### src/rtl/com_pkg.sv
// Shared definitions for the com link: FSM states, slot timing and frame-slot indices.
package com_pkg;

  typedef enum logic [1:0] {
    IDLE   = 2'd0,
    LEAD   = 2'd1,
    SYNC   = 2'd2,
    STREAM = 2'd3
  } tx_state_e;

  localparam int SLOT_CYCLES = 4;
  localparam int LEAD_CYCLES = 4;

  localparam int FRAME_SLOTS_NOPAR = 10;
  localparam int FRAME_SLOTS_PAR   = 11;

  localparam logic [3:0] FS_LAST_NOPAR = 4'd9;
  localparam logic [3:0] FS_LAST_PAR   = 4'd10;
  localparam logic [3:0] FS_IDLE       = 4'hF;

endpackage

### src/rtl/com_tx_if.sv
// Byte handshake between the byte source (master) and com_tx (slave).
// A byte moves on every rising clk edge where tx_valid & tx_ready; tx_ready never depends on tx_valid.
interface com_tx_if;
  logic [7:0] tx_data;
  logic       tx_valid;
  logic       tx_ready;

  modport master (output tx_data, output tx_valid, input  tx_ready);
  modport slave  (input  tx_data, input  tx_valid, output tx_ready);
endinterface

### src/rtl/com_tx_slot_gen.sv
// Slot-cycle counter: wraps 0..SLOT_CYCLES-1 while streaming, held at 0 otherwise.
module com_tx_slot_gen
  import com_pkg::*;
(
  input  logic clk,
  input  logic rst_n,
  input  logic i_run,
  output logic o_slot_last
);

  logic [1:0] r_sc;

  always_ff @(posedge clk or negedge rst_n) begin
    if (!rst_n) begin
      r_sc <= 2'd0;
    end else if (!i_run) begin
      r_sc <= 2'd0;
    end else begin
      r_sc <= r_sc + 2'd1;
    end
  end

  assign o_slot_last = (r_sc == 2'(SLOT_CYCLES - 1));

endmodule

### src/rtl/com_tx.sv
// com link transmitter: lead/sync bring-up, then framed 4x oversampled byte stream on pin_txd.
// Optional even-parity slot before the stop bit when COM_TX_PARITY_EN is defined.
module com_tx
  import com_pkg::*;
(
  input  logic      clk,
  input  logic      rst_n,
  input  logic      fire,
  com_tx_if.slave   tx,
  output logic      pin_txd,
  output logic      busy,
  output tx_state_e dbg_state
);

`ifdef COM_TX_PARITY_EN
  localparam logic [3:0] FS_LAST = FS_LAST_PAR;
`else
  localparam logic [3:0] FS_LAST = FS_LAST_NOPAR;
`endif
  localparam logic [1:0] LEAD_LAST = 2'(LEAD_CYCLES - 1);

  tx_state_e  r_state;
  logic [1:0] r_lead_cnt;
  logic [3:0] r_fs;
  logic [7:0] r_shift;
  logic       r_pin;
  logic       r_busy;

  logic       w_slot_last;
  logic       w_ready;
  logic       w_accept;
  logic       w_slot_bit;
  logic [2:0] w_bit_idx;

  com_tx_slot_gen u_slot_gen (
    .clk         (clk),
    .rst_n       (rst_n),
    .i_run       (r_state == STREAM),
    .o_slot_last (w_slot_last)
  );

  // A new byte is taken only on the last cycle of an idle-fill or final frame slot.
  assign w_ready  = (r_state == STREAM) && w_slot_last &&
                    ((r_fs == FS_IDLE) || (r_fs == FS_LAST));
  assign w_accept = w_ready && tx.tx_valid;
  assign tx.tx_ready = w_ready;

  // Bit of the slot indexed by r_fs; it reaches the pin one clock later through r_pin.
  always_comb begin
    w_slot_bit = 1'b0;
    w_bit_idx  = 3'(4'd8 - r_fs);
    if (r_fs == 4'd0) begin
      w_slot_bit = 1'b1;
    end else if (r_fs <= 4'd8) begin
      w_slot_bit = r_shift[w_bit_idx];
`ifdef COM_TX_PARITY_EN
    end else if (r_fs == 4'd9) begin
      w_slot_bit = ^r_shift;
`endif
    end
  end

  always_ff @(posedge clk or negedge rst_n) begin
    if (!rst_n) begin
      r_state    <= IDLE;
      r_lead_cnt <= 2'd0;
      r_fs       <= FS_IDLE;
      r_shift    <= 8'd0;
      r_pin      <= 1'b0;
      r_busy     <= 1'b0;
    end else if (!fire) begin
      r_state    <= IDLE;
      r_lead_cnt <= 2'd0;
      r_fs       <= FS_IDLE;
      r_pin      <= 1'b0;
      r_busy     <= 1'b0;
    end else begin
      case (r_state)
        IDLE: begin
          r_state    <= LEAD;
          r_lead_cnt <= 2'd0;
          r_pin      <= 1'b0;
          r_busy     <= 1'b0;
        end
        LEAD: begin
          r_pin <= 1'b0;
          if (r_lead_cnt == LEAD_LAST) begin
            r_state <= SYNC;
          end else begin
            r_lead_cnt <= r_lead_cnt + 2'd1;
          end
        end
        SYNC: begin
          r_pin   <= 1'b1;
          r_fs    <= FS_IDLE;
          r_state <= STREAM;
        end
        STREAM: begin
          r_pin  <= w_slot_bit;
          r_busy <= (r_fs != FS_IDLE);
          if (w_slot_last) begin
            if (w_accept) begin
              r_fs    <= 4'd0;
              r_shift <= tx.tx_data;
            end else if (r_fs == FS_LAST) begin
              r_fs <= FS_IDLE;
            end else if (r_fs != FS_IDLE) begin
              r_fs <= r_fs + 4'd1;
            end
          end
        end
        default: r_state <= IDLE;
      endcase
    end
  end

  assign pin_txd   = r_pin;
  assign busy      = r_busy;
  assign dbg_state = r_state;

endmodule

### src/flat_wrapper.sv
// flat-port wrapper written by rule: the top's interface ports become plain ports
module com_tx_flat import com_pkg::*;
  (clk, rst_n, fire, pin_txd, busy, dbg_state, tx_tx_data, tx_tx_valid, tx_tx_ready);
  com_tx_if tx_i ();
  input  logic clk;
  input  logic rst_n;
  input  logic fire;
  output logic pin_txd;
  output logic busy;
  output tx_state_e dbg_state;
  input wire logic [$bits(tx_i.tx_data)-1:0] tx_tx_data;
  input wire logic [$bits(tx_i.tx_valid)-1:0] tx_tx_valid;
  output wire logic [$bits(tx_i.tx_ready)-1:0] tx_tx_ready;
  assign tx_i.tx_data = tx_tx_data;
  assign tx_i.tx_valid = tx_tx_valid;
  assign tx_tx_ready = tx_i.tx_ready;
  com_tx u_core (.clk(clk), .rst_n(rst_n), .fire(fire), .tx(tx_i), .pin_txd(pin_txd), .busy(busy), .dbg_state(dbg_state));
endmodule
### config.mk
export PLATFORM = sky130hd
export DESIGN_NAME = com_tx_flat
export DESIGN_NICKNAME = d
export VERILOG_FILES = /design/src/rtl/com_pkg.sv /design/src/rtl/com_tx_if.sv /design/src/rtl/com_tx_slot_gen.sv /design/src/rtl/com_tx.sv /design/src/flat_wrapper.sv
export SDC_FILE = /design/constraint.sdc
export NUM_CORES = 1
export LEC_CHECK = 0
export BUFFER_PORTS_ARGS = -buffer_cell sky130_fd_sc_hd__buf_4
export CAP_MARGIN = 30
export CORE_ASPECT_RATIO = 1.25
export CORE_MARGIN = 2
export CORE_UTILIZATION = 60
export DETAILED_ROUTE_END_ITERATION = 16
export HOLD_SLACK_MARGIN = 0.12
export PLACE_DENSITY = 0.83
export SLEW_MARGIN = 15
export SYNTH_ARGS = -nofsm -noshare
export SYNTH_HDL_FRONTEND = slang
export SYNTH_SLANG_ARGS = --single-unit
### constraint.sdc
create_clock -name clk -period 4.6 [get_ports clk]
set_clock_uncertainty 0.2 [all_clocks]
set_input_delay 0.92 -clock clk [delete_from_list [all_inputs] [get_ports clk]]
set_output_delay 0.92 -clock clk [all_outputs]
set_load 0.03 [all_outputs]
==> impl_metrics.env <==
export IMPL_holdCritStartpoint="u_core.u_slot_gen.r_sc[0]"
export IMPL_min_period_over_period=0.605
export IMPL_reg2reg_setup_slack_ns=2.23
export IMPL_drcViolationCount=0
export IMPL_finalPower_mw=0.531
export IMPL_grt_ovfl_total=0
export IMPL_clk_pin_slew_worst_paths_ns=0.11
export IMPL_clockRootBuffer="clkbuf_4"
export IMPL_netlist_area_sq_um=1190
export IMPL_path_class="reg -> out"
export IMPL_synth_seq_cells=20
export IMPL_gp_congestion=0.939
export IMPL_cp_end_kind="primary output"
export IMPL_switching_share=0.329
export IMPL_setup_violations=0
export IMPL_synth_net_count=132
export IMPL_clk_latency_ns=0.30
export IMPL_place_ws_ns=2.16
export IMPL_status="finished, final reports clean"
export IMPL_yosysSeqAreaShare=0.426
export IMPL_r2r_start="u_core.dbg_state[1]"
export IMPL_vias=879
export IMPL_worst_hold_slack_ns=0.251
export IMPL_r2r_end="u_core.r_shift[6]"
export IMPL_io_pins=17
export IMPL_multi_input_area_sq_um=618
export IMPL_rsz0062_at_grt="false"
export IMPL_intPower_mw=0.357
export IMPL_yosys_warnings=0
export IMPL_fin_area_sq_um=1350
export IMPL_worst_slew_pin_slew_ns=0.540
export IMPL_relSlewSlack=0.639
export IMPL_maxCapViolCount=0
export IMPL_rows=18
export IMPL_power_density_nw_per_um2=393
export IMPL_worstPathRequired_ns=3.48
export IMPL_ff_latch_area_sq_um=505
export IMPL_grt_pass1_wl_mm=3.93
export IMPL_peakVddDrop_mv=0.233
export IMPL_placed_cell_area_sq_um=1300
export IMPL_wire_per_inst_um=15.6
export IMPL_critPathLaunchType="flip-flop"
export IMPL_drtAntennaViolNets=0
export IMPL_combPwrFrac=0.317
export IMPL_dp_cells=141
export IMPL_synth_cell_types=34
export IMPL_port_buffers=16
export IMPL_drt_total_wl_mm=2.26
export IMPL_htree_levels=1
export IMPL_cts_resized=0
export IMPL_max_stage_delay_ns=0.57
export IMPL_core_area_sq_um=1910
export IMPL_fin_cells=145
export IMPL_layout_common_cells="16 x buf_4, 16 x dfrtp_1, 11 x nor2_1"
export IMPL_hold_violations=0
export IMPL_arrival_ns=1.66
export IMPL_initial_core_util=0.620
export IMPL_hold_end="u_core.u_slot_gen.r_sc[0]"
export IMPL_hpwlAfterDp_mm=1.66
export IMPL_fin_ws_ns=1.82
export IMPL_grt_total_usage=0.229
export IMPL_grt_pass1_vias=887
export IMPL_die_area_sq_um=2350
export IMPL_cts_buffers=3
export IMPL_fin_setup_tns_ns=0
export IMPL_ctsHoldBuffers=0
export IMPL_clk_path_buf_depth=2
export IMPL_worstPathCellList="inv_1, ha_1, mux2i_2, nor2_1, buf_4"
export IMPL_post_route_util=0.706
export IMPL_chipHeight_um=53.7
export IMPL_fin_nets=148
export IMPL_worstPathMaxFanout=4
export IMPL_drive_above_1_share=0.256
export IMPL_synth_top_cell_by_area="dfrtp_1"
export IMPL_antenna_found_initial=0
export IMPL_pwr_share_clk=0.268
export IMPL_drt_initial_drc_count=22
export IMPL_worstHoldPathCells=1
export IMPL_p_sw_mw=0.175
export IMPL_worst_r2r_cell_count=4
export IMPL_cts_tree="done"
export IMPL_n_fill_cell=142
export IMPL_power_frac_seq=0.415
export IMPL_cts_sinks=20
export IMPL_p_leak_nw=0.683
export IMPL_avgViaCountPerCell=6.06
export IMPL_netlist_instances=110
export IMPL_final_max_slew_viol_count=0
export IMPL_fmax_mhz=360
export IMPL_grt_max_degree=21
export IMPL_hp_class="reg -> reg"
export IMPL_crit_slowest_cell="dfstp_2"
export IMPL_synth_top_cell_area_share=0.338
export IMPL_fp_dieW_um=43.8
export IMPL_synth_area_per_cell_sq_um=10.8
export IMPL_drtPass1Iterations=4
export IMPL_post_cts_buffers=0
export IMPL_num_antenna_cells=0
export IMPL_period_minus_slack_ns=2.78
export IMPL_area_growth_syn_to_layout_pct=13.9
export IMPL_synthTopCellsByArea="dfrtp_1 34%, ha_1 11%, dfstp_2 8.9%"
[worst max-delay path: cells and delay by family (launching register included)]
kind | cells | cell delay (ns)
buf+inv | 2 | 0.23
mux | 1 | 0.25
flops | 1 | 0.57
fa+ha+maj | 1 | 0.22
simple gates | 1 | 0.08
[metal layers]
metal,track usage,share of wire,vias to the layer above
met5,0,0,-
met4,0.106,0.013,0
met3,0.0268,0.035,4
met2,0.426,0.54,28
met1,0.258,0.41,425
li1,-,-,422
[cell families (layout without fill, tap and decap cells)]
kind of cell    Yosys count  after routing  share of synthesized area
simple gates             29             29                      0.131
compound gates           23             23                      0.133
flops                    20             20                      0.426
mux                      15             15                      0.152
buf+inv                  13             28                     0.0527
fa+ha+maj                10             10                      0.105
[layout make-up]
type,count,area share
tap,20,0.0185
multi-input combinational,77,0.457
timing repair buffer,16,0.0889
inverter,8,0.0222
clock inverter,1,0.0222
sequential,20,0.374
clock buffer,3,0.0167
[cells in the mapped netlist, drive strengths merged]
master,n
ha,10
clkbuf,1
a22o,1
nor3,1
nor2,11
o21bai,1
nand3,3
buf,4
inv,8
a31oi,1
a21boi,1
a221o,1
nand2b,2
o21ai,1
a22oi,2
mux2i,3
nand4,3
a311oi,2
a211o,1
o22a,1
o21a,1
dfstp,4
mux4,1
nand2,2
a211oi,2
a21oi,8
and2,3
dfrtp,16
mux2,11
nor2b,4
[how the worst max path moves through the flow]
stage                                   start     endpoint  slack (ns)  cells past startpoint
after floorplan           u_core.dbg_state[1]  tx_tx_ready        2.02                      4
after global placement         u_core.r_fs[0]  tx_tx_ready        2.19                      4
after detailed placement       u_core.r_fs[1]  tx_tx_ready        2.16                      5
after CTS                      u_core.r_fs[1]  tx_tx_ready        1.81                      5
after global routing      u_core.dbg_state[1]  tx_tx_ready        1.71                      4
final                          u_core.r_fs[1]  tx_tx_ready        1.82                      5
[power groups by stage]
| stage | logic (mW) | registers [mW] | clock network (mW) |
|---|---|---|---|
| finish | 0.168 | 0.221 | 0.142 |
| global route | 0.190 | 0.225 | 0.150 |
| CTS | 0.169 | 0.221 | 0.144 |
| detailed placement | 0.166 | 0.224 | 0 |
| global placement | 0.161 | 0.222 | 0 |
| floorplan | 0.111 | 0.230 | 0 |
[state kept, by name (all words and copies together), names as in the netlist]
register	cells
u_core.r_shift	8
u_core.r_fs	4
u_core.dbg_state	2
u_core.u_slot_gen.r_sc	2
u_core.busy	1
u_core.pin_txd	1
u_core.r_lead_cnt	2
Power figures use the tool's default switching activity.
